===== src/rtl/riscv_fetch_pkg.sv =====
// Shared constants and helpers for the Riscv150 decoupled fetch front end.
package riscv_fetch_pkg;

   localparam logic [31:0] NOP = 32'h0000_0013;

   function automatic logic [31:0] align_pc(input logic [31:0] pc);
      return {pc[31:2], 2'b00};
   endfunction

   function automatic bit params_ok(input int unsigned pc_width,
                                    input int unsigned reset_pc,
                                    input int unsigned mem_latency,
                                    input int unsigned fq_depth);
      bit ok;
      ok = (pc_width >= 3) && (pc_width <= 32);
      ok = ok && ((reset_pc % 4) == 0) && ((reset_pc >> pc_width) == 0);
      ok = ok && (mem_latency >= 1) && (mem_latency <= 3);
      ok = ok && (fq_depth >= 2) && ((fq_depth & (fq_depth - 1)) == 0);
      ok = ok && (fq_depth >= mem_latency + 1);
      return ok;
   endfunction

endpackage


===== src/rtl/riscv_fetch_unit_fetch_queue.sv =====
// Synchronous FIFO of {instruction, pc} pairs with flush; head is read from registered storage.
module fetch_queue #(
   parameter int unsigned PC_WIDTH = 14,
   parameter int unsigned DEPTH    = 4
) (
   input  logic                     clk,
   input  logic                     rst,
   input  logic                     flush,
   input  logic                     wr,
   input  logic [31:0]              wr_inst,
   input  logic [PC_WIDTH-1:0]      wr_pc,
   input  logic                     rd,
   output logic [31:0]              rd_inst,
   output logic [PC_WIDTH-1:0]      rd_pc,
   output logic [$clog2(DEPTH):0]   count,
   output logic                     full,
   output logic                     empty
);

   localparam int unsigned AW = $clog2(DEPTH);
   localparam int unsigned CW = AW + 1;

   logic [31:0]         mem_inst [DEPTH];
   logic [PC_WIDTH-1:0] mem_pc   [DEPTH];
   logic [AW-1:0]       wptr;
   logic [AW-1:0]       rptr;

   always_ff @(posedge clk) begin
      if (rst || flush) begin
         wptr  <= '0;
         rptr  <= '0;
         count <= '0;
      end else begin
         if (wr) wptr <= wptr + AW'(1);
         if (rd) rptr <= rptr + AW'(1);
         count <= count + CW'(wr) - CW'(rd);
      end
   end

   always_ff @(posedge clk) begin
      if (wr) begin
         mem_inst[wptr] <= wr_inst;
         mem_pc[wptr]   <= wr_pc;
      end
   end

   assign rd_inst = mem_inst[rptr];
   assign rd_pc   = mem_pc[rptr];
   assign full    = (count == CW'(DEPTH));
   assign empty   = (count == '0);

endmodule


===== src/rtl/riscv_fetch_unit.sv =====
// Decoupled fetch front end: PC generator, MEM_LATENCY-deep in-flight tracker and fetch queue.
module riscv_fetch_unit
   import riscv_fetch_pkg::*;
#(
   parameter int unsigned PC_WIDTH    = 14,
   parameter int unsigned RESET_PC    = 0,
   parameter int unsigned MEM_LATENCY = 1,
   parameter int unsigned FQ_DEPTH    = 4
) (
   input  logic                clk,
   input  logic                rst,
   input  logic                stall,
   input  logic                redirect,
   input  logic [PC_WIDTH-1:0] redirect_pc,
   output logic [31:0]         icache_addr,
   output logic                icache_re,
   input  logic [31:0]         instruction,
   output logic [31:0]         inst_out,
   output logic [PC_WIDTH-1:0] pc_out,
   output logic                inst_valid,
   input  logic                inst_ready
);

   localparam int unsigned CW = $clog2(FQ_DEPTH) + 1;

   if (!params_ok(PC_WIDTH, RESET_PC, MEM_LATENCY, FQ_DEPTH)) begin : g_bad_params
      $error("riscv_fetch_unit: illegal parameter combination");
   end

   logic [PC_WIDTH-1:0]    pc_q;
   logic [MEM_LATENCY-1:0] slot_v;
   logic [PC_WIDTH-1:0]    slot_pc [MEM_LATENCY];

   logic [CW-1:0]          fq_count;
   logic                   fq_full, fq_empty;
   logic                   fq_wr, fq_rd, fq_flush;
   logic [31:0]            q_inst;
   logic [PC_WIDTH-1:0]    q_pc;
   logic                   deq, issue;
   int unsigned            occupancy;

   always_comb begin
      occupancy = 32'(fq_count);
      for (int unsigned i = 0; i < MEM_LATENCY; i++) occupancy += 32'(slot_v[i]);
   end

   // Occupancy bound counts reads already in flight, so the queue can never overflow.
   assign deq      = inst_valid && inst_ready && !stall;
   assign issue    = !stall && !redirect && !rst && ((occupancy - 32'(deq)) < FQ_DEPTH);
   assign fq_wr    = !stall && !redirect && slot_v[MEM_LATENCY-1];
   assign fq_rd    = deq;
   assign fq_flush = !stall && redirect;

   always_ff @(posedge clk) begin
      if (rst) begin
         pc_q   <= PC_WIDTH'(RESET_PC);
         slot_v <= '0;
      end else if (!stall) begin
         if (redirect) begin
            pc_q   <= PC_WIDTH'(align_pc(32'(redirect_pc)));
            slot_v <= '0;
         end else begin
            if (issue) pc_q <= pc_q + PC_WIDTH'(4);
            slot_v[0]  <= issue;
            slot_pc[0] <= pc_q;
            for (int unsigned i = 1; i < MEM_LATENCY; i++) begin
               slot_v[i]  <= slot_v[i-1];
               slot_pc[i] <= slot_pc[i-1];
            end
         end
      end
   end

   fetch_queue #(
      .PC_WIDTH (PC_WIDTH),
      .DEPTH    (FQ_DEPTH)
   ) u_queue (
      .clk     (clk),
      .rst     (rst),
      .flush   (fq_flush),
      .wr      (fq_wr),
      .wr_inst (instruction),
      .wr_pc   (slot_pc[MEM_LATENCY-1]),
      .rd      (fq_rd),
      .rd_inst (q_inst),
      .rd_pc   (q_pc),
      .count   (fq_count),
      .full    (fq_full),
      .empty   (fq_empty)
   );

   a_no_overflow: assert property (@(posedge clk) disable iff (rst) !(fq_wr && fq_full && !fq_rd));

   assign icache_addr = 32'(pc_q);
   assign icache_re   = issue;
   assign inst_valid  = !fq_empty;
   assign inst_out    = fq_empty ? NOP : q_inst;
   assign pc_out      = fq_empty ? '0 : q_pc;

endmodule


===== config.mk =====
export PLATFORM = sky130hd
export DESIGN_NAME = riscv_fetch_unit
export DESIGN_NICKNAME = d
export VERILOG_FILES = /design/src/rtl/riscv_fetch_pkg.sv /design/src/rtl/riscv_fetch_unit_fetch_queue.sv /design/src/rtl/riscv_fetch_unit.sv
export SDC_FILE = /design/constraint.sdc
export NUM_CORES = 1
export LEC_CHECK = 0
export ABC_AREA = 1
export CORE_UTILIZATION = 48
export CTS_CLUSTER_DIAMETER = 30
export DETAILED_ROUTE_END_ITERATION = 12
export HOLD_SLACK_MARGIN = 0.05
export PLACE_DENSITY_LB_ADDON = 0.25
export SLEW_MARGIN = 20
export SYNTH_ARGS = -nofsm -noshare
export SYNTH_HDL_FRONTEND = slang
export SYNTH_SLANG_ARGS = --single-unit

===== constraint.sdc =====
create_clock -name clk -period 7.4 [get_ports clk]
set_clock_uncertainty 0.05 [all_clocks]
set_input_delay 0.74 -clock clk [delete_from_list [all_inputs] [get_ports clk]]
set_output_delay 0.74 -clock clk [all_outputs]
set_load 0.05 [all_outputs]

==> results.yml <==
synth:
  syn_area_sq_um: 8811
  yosysTopAreaCell: "edfxtp_1"
  synth_top_cell_area_share_pct: 64.07
  synth_area_leaders: "edfxtp_1, nor2_1, o21ai_0"
  async_flop_share_pct: 0
  synthFlopType: "edfxtp_1"
  ys_types: 28
  synthMuxAreaShare_pct: 0
  synth_edf_count: 188
  synth_simple_gate_area_share_pct: 15.18
  ys_warn_count: 0
  synthAdderAreaFrac_pct: 1.647
  synth_compound_area_share_pct: 8.094
  synthTopCellsByCount: "nor2_1, edfxtp_1, o21ai_0"
  synth_xor_area_share_pct: 0.1988
  synth_top_family_by_area: "simple AND/OR/NAND/NOR gates"
  yosysMostFrequentCell: "nor2_1"
  synthCells: 799
  synth-seq-area-share_pct: 69.07
  avgSynthCellArea_sq_um: 11.03
  synth-seq-cells: 210
pwr:
  p_leak_nw: 4.001
  p_clk_share_pct: 49.8
  ir_drop_uv: 148.2
  switching_power_mw: 0.6849
  p_comb_share_pct: 6.9
  swShare_pct: 22.45
  p_per_area_nw_per_um2: 274.1
  p_seq_share_pct: 43.3
  internal_power_mw: 2.365
placement:
  pre_cts_slack_ps: 3037
  place.gp.congestion: 0.8160
  portBuffers: 106
  dpl.hpwl_um: 9598
clock_network:
  clk_path_buf_depth: 3
  htree_levels: 2
  post-cts-setup-buffer-count: 0
  holdBufCountCts: 0
  cts_buffers: 35
  cts_tree: "built"
  clock-root-buffer: "clkbuf_16"
  clock_latency_ps: 490
  cts-resized-gates: 0
  cts.sink_count: 210
  clk_pin_slew_worst_paths_ps: 50
setup_path:
  path_cells: "buf_4 > clkinv_1 > buf_4 > nor2_1 > o21ai_0 > o311ai_0 > clkdlybuf4s50_1"
  crit_family: "buffers and inverters"
  cp.required_ps: 6610
  slowest_delay_ps: 910
  critPathArrivalTime_ps: 3850
  path_max_fanout: 45
  crit_path_end_kind: "primary output"
  crit_buf_inv: 4
  setup.worst_path.start_class: "flip-flop"
  criticalPathCategory: "reg2out"
  cpMostUsedCell: "buf_4"
  cp_slowest_cell: "clkdlybuf4s50_1"
sta:
  grt_setup_unrepaired: "false"
  setup_tns_ps: 0
  hold_violations: 0
  report.final.slew_viol_count: 0
  min_period_ps: 4643
  fmax_ghz: 0.2154
  setup_viol_count_final: 0
  fin_ws_ps: 2757
  hold_slack_ps: 436.3
  slew-limit-headroom_pct: 35.58
  tightest_slew_ps: 966.3
  timing.final.crit_share_pct: 62.75
drt:
  vias: 5859
  drtIter0Drc: 295
  ant_nets: 0
  routed_via_density: 5.029
  wire_per_inst_um: 15.14
  dr.pass1.iters: 4
  routed_wl_um: 17640
  drc_errors: 0
floorplan:
  die_h_um: 137.5
  initial_core_util_pct: 49.05
  rows: 49
  dieArea_sq_um: 18900
  die_w_um: 137.5
  coreArea_sq_um: 17960
  io_pins: 131
worst_hold_path:
  min_path_type: "reg2reg"
global_routing:
  grt_pass1_vias: 5445
  antenna_found_initial: 1
  grt.total_usage_pct: 18.94
  grt-ovfl-total: 0
  grt_max_degree: 90
  grt_first_pass_wirelength_um: 26750
cells_and_area:
  antenna-diode-count: 0
  drive_above_1_share_pct: 8.440
  syn2layout_area_growth_pct: 26.27
  final_util_pct: 61.93
  fillers: 1413
  regArea_sq_um: 6091
  multiInputGateArea_sq_um: 2332
  fin_nets: 972
run:
  cap_violations: 0
run_status:
  status: "complete, no violations"
-- worst paths after layout --
| check | startpoint | to | slack, ps | cells after the start |
|---|---|---|---|---|
| min reg2reg | slot_v$_SDFFE_PP0N_ | slot_v$_SDFFE_PP0N_ | 440 | 2 |
| min | slot_v$_SDFFE_PP0N_ | slot_v$_SDFFE_PP0N_ | 440 | 2 |
| max | flip-flop | inst_out[4] | 2760 | 7 |
| max reg2reg | u_queue.count[1]$_SDFF_PP0_ | pc_q[3]$_SDFFE_PP0P_ | 4880 | 15 |
-- flip-flops by register name (all words and copies together), names as in the netlist, named ones only --
name	flops
slot_v	1
pc_q	12
u_queue.rptr	2
slot_pc	12
u_queue.mem_pc	48
u_queue.wptr	2
u_queue.count	3
u_queue.mem_inst	128
-- power by group through the flow --
stage          logic, mW  registers [mW]  clock network, mW
6_report           0.210            1.32               1.52
5_1_grt            0.226            1.32               1.59
4_1_cts            0.211            1.32               1.54
3_5_place_dp       0.210            1.34                  0
3_3_place_gp       0.208            1.34                  0
2_1_floorplan      0.124            1.36                  0
-- tightest hold or removal path, delay by kind of cell (launching register included) --
family           cells  cell delay, ps
flip-flops           1             320
AND/OR/NAND/NOR      1              60
AO/OA/AOI/OAI        1              60
-- cell type report --
type | instances | area share [%]
inverters | 41 | 1.383
multi-input cells | 508 | 20.96
clock buffers | 41 | 8.547
clock inverters | 22 | 1.709
repair buffers | 114 | 10.08
well taps | 229 | 2.575
flip-flops and latches | 210 | 54.75
-- placed cells by master, fill, tap and decap left out, types with 4 or more instances in the layout --
master             n
nor2_1           218
edfxtp_1         188
clkinvlp_4         5
inv_1             38
a21oi_1           43
clkdlybuf4s50_1  106
nor2_4             4
nand3_1           31
o21ai_0           89
dfxtp_1           20
conb_1            22
buf_4              8
nand2_1           67
clkinv_2           5
clkinv_4           4
clkinv_1           5
nor2_2             5
clkbuf_16         37
ha_1              10
-- metrics by stage --
stage,power (mW),cell area (sq um),std cells
finish,3.050,11130,1165
global route,3.140,11130,1165
CTS,3.073,11130,1165
detailed placement,1.554,9985,1102
global placement,1.552,9985,1102
floorplan,1.484,8890,820
-- routing by layer --
layer,vias up,global-route usage (%),part of all wire [%]
li1,2917,-,-
met1,2730,21.68,40
met2,181,34.06,50
met3,29,4.268,7.2
met4,2,7.631,2.0
met5,-,0,0.051
-- cells by family after synthesis --
kind of cell             count (synthesis)
flip-flops                             210
buffers and inverters                  102
other                                    1
adder cells (fa/ha/maj)                 11
AO/OA/AOI/OAI                          139
AND/OR/NAND/NOR                        334
XOR/XNOR                                 2
Power figures use the tool's default switching activity.
